===== config.mk =====
export PLATFORM = sky130hd
export DESIGN_NAME = z80_snd_mailbox
export DESIGN_NICKNAME = d
export VERILOG_FILES = /design/src/rtl/z80_snd_mailbox.sv
export SDC_FILE = /design/constraint.sdc
export NUM_CORES = 1
export LEC_CHECK = 0
export ABC_AREA = 0
export CAP_MARGIN = 30
export CELL_PAD_IN_SITES_DETAIL_PLACEMENT = 0
export CELL_PAD_IN_SITES_GLOBAL_PLACEMENT = 1
export CORE_ASPECT_RATIO = 1.2
export CORE_MARGIN = 2
export CORE_UTILIZATION = 36
export DETAILED_ROUTE_END_ITERATION = 7
export PLACE_DENSITY_LB_ADDON = 0.1
export SLEW_MARGIN = 20
export SYNTH_ARGS = -nofsm -noshare
export SYNTH_HDL_FRONTEND = slang
export SYNTH_SLANG_ARGS = --single-unit

===== constraint.sdc =====
create_clock -name CLK_24M -period 1.5 [get_ports CLK_24M]
set_input_delay 0.3 -clock CLK_24M [delete_from_list [all_inputs] [get_ports CLK_24M]]
set_output_delay 0.3 -clock CLK_24M [all_outputs]
set_load 0.02 [all_outputs]

===== src/rtl/z80_snd_mailbox.sv =====
// Sound-command mailbox between the 68k and the Z80: command latch, throttled NMI, reply path, status flags.
// Latency: strobe fall to register update SYNC_STAGES+1 cycles; NMI asserts one cycle after pending and enabled.
// No backpressure: overwrites set CMD_OVERRUN. Define SND_MBX_REPLY_FIFO_EN for a 4-entry reply FIFO.

`ifdef SND_MBX_REPLY_FIFO_EN
module snd_mbx_fifo #(
  parameter int W     = 8,
  parameter int DEPTH = 4
) (
  input  logic         core_clk,
  input  logic         arst_n,
  input  logic         in_vld,
  input  logic [W-1:0] in_dat,
  output logic         in_rdy,
  output logic         out_vld,
  output logic [W-1:0] out_dat,
  input  logic         out_rdy
);
  localparam int AW = (DEPTH > 1) ? $clog2(DEPTH) : 1;

  logic [W-1:0]  mem [DEPTH];
  logic [AW-1:0] rd_ptr;
  logic [AW-1:0] wr_ptr;
  logic [AW:0]   count;
  logic          push;
  logic          pop;

  function automatic logic [AW-1:0] ptr_inc(input logic [AW-1:0] p);
    return (p == AW'(DEPTH - 1)) ? '0 : p + AW'(1);
  endfunction

  assign out_vld = (count != '0);
  // A simultaneous pop frees the slot, so a full FIFO still accepts the push.
  assign in_rdy  = (count != (AW+1)'(DEPTH)) || out_rdy;
  assign push    = in_vld && in_rdy;
  assign pop     = out_vld && out_rdy;
  assign out_dat = mem[rd_ptr];

  always_ff @(posedge core_clk) begin
    if (push) mem[wr_ptr] <= in_dat;
  end

  always_ff @(posedge core_clk or negedge arst_n) begin
    if (!arst_n) begin
      rd_ptr <= '0;
      wr_ptr <= '0;
      count  <= '0;
    end else begin
      if (push) wr_ptr <= ptr_inc(wr_ptr);
      if (pop)  rd_ptr <= ptr_inc(rd_ptr);
      count <= count + (AW+1)'(push) - (AW+1)'(pop);
    end
  end
endmodule
`endif

module z80_snd_mailbox #(
  parameter int SYNC_STAGES = 2,
  parameter int NMI_TIMEOUT = 4096,
  parameter int NMI_GAP     = 24
) (
  input  logic       CLK_24M,
  input  logic       nRESET,
  input  logic       nSDW,
  input  logic [7:0] M68K_DATA,
  input  logic       nREPLY_RD,
  input  logic       nSDZ80R,
  input  logic       nSDZ80W,
  input  logic       nSDZ80CLR,
  input  logic       nNMI_EN_WR,
  input  logic       nNMI_DIS_WR,
  input  logic [7:0] SDD_IN,
  output logic [7:0] SDD_CMD,
  output logic [7:0] M68K_REPLY,
  output logic       nZ80NMI,
  output logic       CMD_PENDING,
  output logic       REPLY_VALID,
  output logic       CMD_OVERRUN
);
  localparam int NSTB    = 7;
  localparam int CNT_MAX = (NMI_TIMEOUT > NMI_GAP) ? NMI_TIMEOUT : NMI_GAP;
  localparam int CNT_W   = (CNT_MAX > 1) ? $clog2(CNT_MAX) : 1;
  localparam logic [CNT_W-1:0] TMO_LAST = CNT_W'((NMI_TIMEOUT > 0) ? NMI_TIMEOUT - 1 : 0);
  localparam logic [CNT_W-1:0] GAP_LAST = CNT_W'((NMI_GAP > 0) ? NMI_GAP - 1 : 0);

  typedef enum logic [1:0] {IDLE, ACTIVE, GAP} nmi_state_t;

  logic [NSTB-1:0]                  strb_raw;
  logic [SYNC_STAGES:0][NSTB-1:0]   strb_pipe;
  logic [NSTB-1:0]                  ev;
  logic ev_cmd_wr, ev_rep_rd, ev_cmd_rd, ev_rep_wr, ev_clr, ev_nmi_en, ev_nmi_dis;

  logic [7:0]       cmd_q;
  logic             cmd_pend_q;
  logic             ovr_q;
  logic             nmi_en_q;
  logic             reply_drop;
  nmi_state_t       state_q, state_nxt;
  logic [CNT_W-1:0] cnt_q, cnt_nxt;

  assign strb_raw = {nNMI_DIS_WR, nNMI_EN_WR, nSDZ80CLR, nSDZ80W, nSDZ80R, nREPLY_RD, nSDW};

  // Top stage holds the previous synchronized level, giving a one-cycle pulse per falling edge.
  always_ff @(posedge CLK_24M or negedge nRESET) begin
    if (!nRESET) strb_pipe <= '1;
    else         strb_pipe <= {strb_pipe[SYNC_STAGES-1:0], strb_raw};
  end

  assign ev         = strb_pipe[SYNC_STAGES] & ~strb_pipe[SYNC_STAGES-1];
  assign ev_cmd_wr  = ev[0];
  assign ev_rep_rd  = ev[1];
  assign ev_cmd_rd  = ev[2];
  assign ev_rep_wr  = ev[3];
  assign ev_clr     = ev[4];
  assign ev_nmi_en  = ev[5];
  assign ev_nmi_dis = ev[6];

  always_ff @(posedge CLK_24M or negedge nRESET) begin
    if (!nRESET) begin
      cmd_q      <= 8'h00;
      cmd_pend_q <= 1'b0;
      ovr_q      <= 1'b0;
      nmi_en_q   <= 1'b0;
    end else begin
      if (ev_clr) begin
        cmd_q      <= 8'h00;
        cmd_pend_q <= 1'b0;
      end else if (ev_cmd_wr) begin
        cmd_q      <= M68K_DATA;
        cmd_pend_q <= 1'b1;
      end else if (ev_cmd_rd) begin
        cmd_pend_q <= 1'b0;
      end

      // A write racing a read counts as consumed, not overwritten.
      if (ev_clr)
        ovr_q <= 1'b0;
      else if ((ev_cmd_wr && cmd_pend_q && !ev_cmd_rd) || reply_drop)
        ovr_q <= 1'b1;

      if (ev_nmi_dis)     nmi_en_q <= 1'b0;
      else if (ev_nmi_en) nmi_en_q <= 1'b1;
    end
  end

`ifdef SND_MBX_REPLY_FIFO_EN
  logic       rep_in_rdy;
  logic       rep_out_vld;
  logic [7:0] rep_out_dat;

  snd_mbx_fifo #(.W(8), .DEPTH(4)) u_reply_fifo (
    .core_clk (CLK_24M),
    .arst_n   (nRESET),
    .in_vld   (ev_rep_wr),
    .in_dat   (SDD_IN),
    .in_rdy   (rep_in_rdy),
    .out_vld  (rep_out_vld),
    .out_dat  (rep_out_dat),
    .out_rdy  (ev_rep_rd)
  );

  assign reply_drop  = ev_rep_wr && !rep_in_rdy;
  assign M68K_REPLY  = rep_out_vld ? rep_out_dat : 8'h00;
  assign REPLY_VALID = rep_out_vld;
`else
  logic [7:0] reply_q;
  logic       reply_vld_q;

  always_ff @(posedge CLK_24M or negedge nRESET) begin
    if (!nRESET) begin
      reply_q     <= 8'h00;
      reply_vld_q <= 1'b0;
    end else if (ev_rep_wr) begin
      reply_q     <= SDD_IN;
      reply_vld_q <= 1'b1;
    end else if (ev_rep_rd) begin
      reply_vld_q <= 1'b0;
    end
  end

  assign reply_drop  = 1'b0;
  assign M68K_REPLY  = reply_q;
  assign REPLY_VALID = reply_vld_q;
`endif

  always_ff @(posedge CLK_24M or negedge nRESET) begin
    if (!nRESET) begin
      state_q <= IDLE;
      cnt_q   <= '0;
    end else begin
      state_q <= state_nxt;
      cnt_q   <= cnt_nxt;
    end
  end

  // cnt_q counts cycles spent in ACTIVE (timeout) or GAP (holdoff); cleared on every state change.
  always_comb begin
    state_nxt = state_q;
    cnt_nxt   = cnt_q + CNT_W'(1);
    unique case (state_q)
      IDLE: begin
        cnt_nxt = '0;
        if (cmd_pend_q && nmi_en_q) state_nxt = ACTIVE;
      end
      ACTIVE: begin
        if (ev_cmd_rd || ev_clr || ev_nmi_dis || (NMI_TIMEOUT != 0 && cnt_q == TMO_LAST)) begin
          state_nxt = GAP;
          cnt_nxt   = '0;
        end
      end
      GAP: begin
        // Leaving the holdoff with work pending re-fires directly so the gap is exactly NMI_GAP.
        if (cnt_q == GAP_LAST) begin
          state_nxt = (cmd_pend_q && nmi_en_q) ? ACTIVE : IDLE;
          cnt_nxt   = '0;
        end
      end
      default: begin
        state_nxt = IDLE;
        cnt_nxt   = '0;
      end
    endcase
  end

  assign nZ80NMI     = (state_q != ACTIVE);
  assign SDD_CMD     = cmd_q;
  assign CMD_PENDING = cmd_pend_q;
  assign CMD_OVERRUN = ovr_q;
endmodule


==> flow_metrics.py <==
metrics = {
    "grt": {
        "grt_first_pass_wirelength_mm": 7.83,
        "grt_remaining_overflow": 0,
        "grt_util_all_layers": 0.156,
        "antenna_found_initial": 0,
        "grt_max_degree": 56,
        "grt_pass1_vias": 1671,
    },
    "run_status": {
        "outcome": "finished, violations left",
        "violations": "setup timing",
    },
    "route": {
        "drtAntennaViolNets": 0,
        "wire_per_inst_um": 14.4,
        "routed_wl_mm": 4.78,
        "vias": 1566,
        "drt_iter0_markers": 41,
        "dr.pass1.iters": 4,
        "drc": 0,
        "vias_per_cell": 4.70,
    },
    "floorplanning": {
        "dieArea_um2": 6700,
        "rows": 31,
        "die_y_um": 89.2,
        "core_um2": 5930,
        "start_util": 0.367,
        "die_width_um": 75.0,
        "num_io_pins": 45,
    },
    "layout": {
        "area_growth_pct": 48.4,
        "drive_gt1_frac": 0.426,
        "design_area_um2": 3230,
        "diodes": 0,
        "fillers": 534,
        "nets": 280,
    },
    "critical_path": {
        "cp_slowest_stage_delay_ns": 0.40,
        "arrival_ns": 1.83,
        "critPathMaxFanout": 2,
        "crit_top_cell": "buf_4",
        "reg2reg_from": "cnt_q[0]",
        "crit_type": "flip-flop to flip-flop",
        "slowest_stage": "dfrtp_1",
        "crit_path_end_kind": "flip-flop",
        "cp-startpoint": "cnt_q[0]",
        "critPathLaunchType": "flip-flop",
        "cp_data_required_time_ns": 1.72,
        "cp_cell_sequence": "buf_4 > buf_4 > and3_1 > nand3_1 > or3_1 > a211oi_2",
    },
    "sta": {
        "setup_viol": 14,
        "finClkSkew_ns": 0.00625,
        "maxSlewViolCount": 0,
        "rsz0062_at_grt": "yes",
        "fin_crit_ns": 1.61,
        "relSlewSlack": 0.760,
        "fmaxAchievable_mhz": 621,
        "tns_ns": -0.897,
        "worst_slew_pin_slew_ns": 0.360,
        "period_share": 1.07,
        "finalHoldViolations": 0,
        "setup_slack_ns": -0.110,
    },
    "cts": {
        "path_clk_slew_ns": 0.10,
        "clk_latency_ns": 0.31,
        "clk_path_buf_depth": 2,
        "cts_buffers": 5,
        "ctsRootBufferMaster": "clkbuf_8",
        "cts_tree": "built",
        "clock_sinks": 55,
        "cts_max_level": 2,
    },
    "placed_design": {
        "placement.io_buffers": 44,
        "hpwl_mm": 3.07,
        "dpl_cell_area_um2": 2890,
        "place_ws_ns": -0.251,
        "place_congestion": 0.719,
    },
    "yosys": {
        "synth_area_leaders": "dfrtp_1 39%, dfstp_2 25%, mux2_2 4.1%, nand2_1 3.6%, ha_1 2.9%",
        "synth_commonest_cells": "34 x dfrtp_1, 21 x dfstp_2, 21 x nand2_1",
        "synthesis.nets": 202,
        "ys_types": 38,
        "ys_async_sr_fraction": 1.00,
        "synth_edf_count": 0,
        "yosys_warnings": 0,
        "post-synth-top-count-cell": "dfrtp_1",
        "synth_top_area_share": 0.390,
        "synth_area_per_cell_um2": 12.7,
        "synth_cells": 172,
        "synth_seq_area_share": 0.644,
        "syn-cell-area_um2": 2180,
        "synth_seq_cells": 55,
        "synth_top_cell_by_area": "dfrtp_1",
        "ys.flop_type": "dfrtp_1",
    },
    "power_and_ir_drop": {
        "leakage_nw": 1.39,
        "powerDensity_nw_per_um2": 1160,
        "peakVddDrop_mv": 0.584,
    },
    "worst_hold_path": {
        "hold_path_startpoint": "strb_pipe[6]",
        "worstHoldPathType": "flip-flop to flip-flop",
    },
    "flow_run": {
        "maxCapViolations": 0,
    },
}
==> path summary, 6_finish.rpt <==
check | cells after the start | end | slack (ns)
min in group asynchronous | 3 | state_q[1] | 0.51
max in group asynchronous | 3 | strb_pipe[6] | 0.69
worst max-delay path | 6 | cnt_q[11] | -0.11
worst max register to register | 6 | cnt_q[11] | -0.11
worst min-delay path | 0 | strb_pipe[13] | 0.36
worst min register to register | 0 | strb_pipe[13] | 0.36
==> cell type report <==
class / instances / area (um2) / share of cell area
clock buffers: 5 / 68.8 / 0.0213
clock inverters: 3 / 46.3 / 0.0143
inverters: 7 / 32.5 / 0.0101
multi-input cells: 103 / 888 / 0.275
flip-flops and latches: 55 / 1400 / 0.434
well taps: 82 / 103 / 0.0317
repair buffers: 77 / 684 / 0.212
repair inverters: 1 / 7.51 / 0.00232
==> worst max-delay path: cells and delay by family, from the launching register on <==
family / cells / cell delay [ns]
flip-flops: 1 / 0.40
AND/OR/NAND/NOR: 3 / 0.66
buffers and inverters: 2 / 0.22
AO/OA/AOI/OAI: 1 / 0.23
==> timing repair <==
item | in CTS | in global routing
endpoints found under the hold margin | 34 | 0
resized for setup | 42 | 17
setup endpoints to repair | 34 | 15
pin swaps | 17 | 9
gates cloned | 2 | 0
hold buffers | 1 | 0
setup buffers | 6 | 2
==> layout by cell type, fill, tap and decap left out, types with 2 or more instances in the layout <==
cell type / Yosys / layout
buf_6: 1 / 4
clkbuf_8: 0 / 5
xor2_1: 7 / 7
dfrtp_1: 34 / 33
nor2b_1: 4 / 3
buf_4: 1 / 27
nor3b_2: 0 / 2
nand3_1: 3 / 3
nor2_1: 4 / 4
clkdlybuf4s50_1: 0 / 23
dfstp_2: 21 / 21
nor3_2: 0 / 10
nand2_1: 21 / 21
ha_4: 0 / 3
inv_2: 0 / 2
mux2_2: 8 / 8
a21oi_1: 10 / 10
nand2b_1: 2 / 2
inv_1: 7 / 3
clkinvlp_4: 0 / 3
and2_1: 2 / 2
nand4_1: 3 / 3
xnor2_1: 2 / 2
a21oi_4: 0 / 2
dlygate4sd2_1: 0 / 19
==> kinds of logic (layout without fill, tap and decap cells) <==
logic type	Yosys count	after routing	synth area share
AOI/OAI and AO/OA	19	20	0.0677
xor gates and xnor gates	9	9	0.0362
adders and majority gates	5	5	0.0287
buffers and inverters	15	93	0.0316
DFF	55	55	0.644
muxes	9	9	0.0459
and+or+nand+nor	60	60	0.146
==> state kept, by name (all words and copies together) (netlist names) <==
signal and cells:
REPLY_VALID 1, M68K_REPLY 8, nmi_en_q 1, state_q 2
cnt_q 12, CMD_PENDING 1, strb_pipe 21, SDD_CMD 8
CMD_OVERRUN 1
==> stage by stage <==
stage          utilization  total power, mW  instances  hold slack (ns)
4_1_cts              0.534             3.77        333            0.362
5_1_grt              0.545             3.95        333            0.367
3_5_place_dp         0.487             2.51        316            0.317
2_1_floorplan            -             2.13        172          0.00441
6_report             0.545             3.76        333            0.360
3_3_place_gp         0.487             2.48        316            0.313
==> power breakdown <==
part	switching (mW)	internal, mW	leakage (nW)	total, mW
registers	0.0688	1.62	0.662	1.69
clock network	0.495	0.503	0.0548	0.998
logic	0.591	0.481	0.674	1.07
==> routing by layer <==
layer,global-route usage,part of all wire
met1,0.183,0.39
met2,0.269,0.55
met3,0.0361,0.043
met4,0.0698,0.018
met5,0,0
Note: power is estimated with default switching activity, not from simulation.
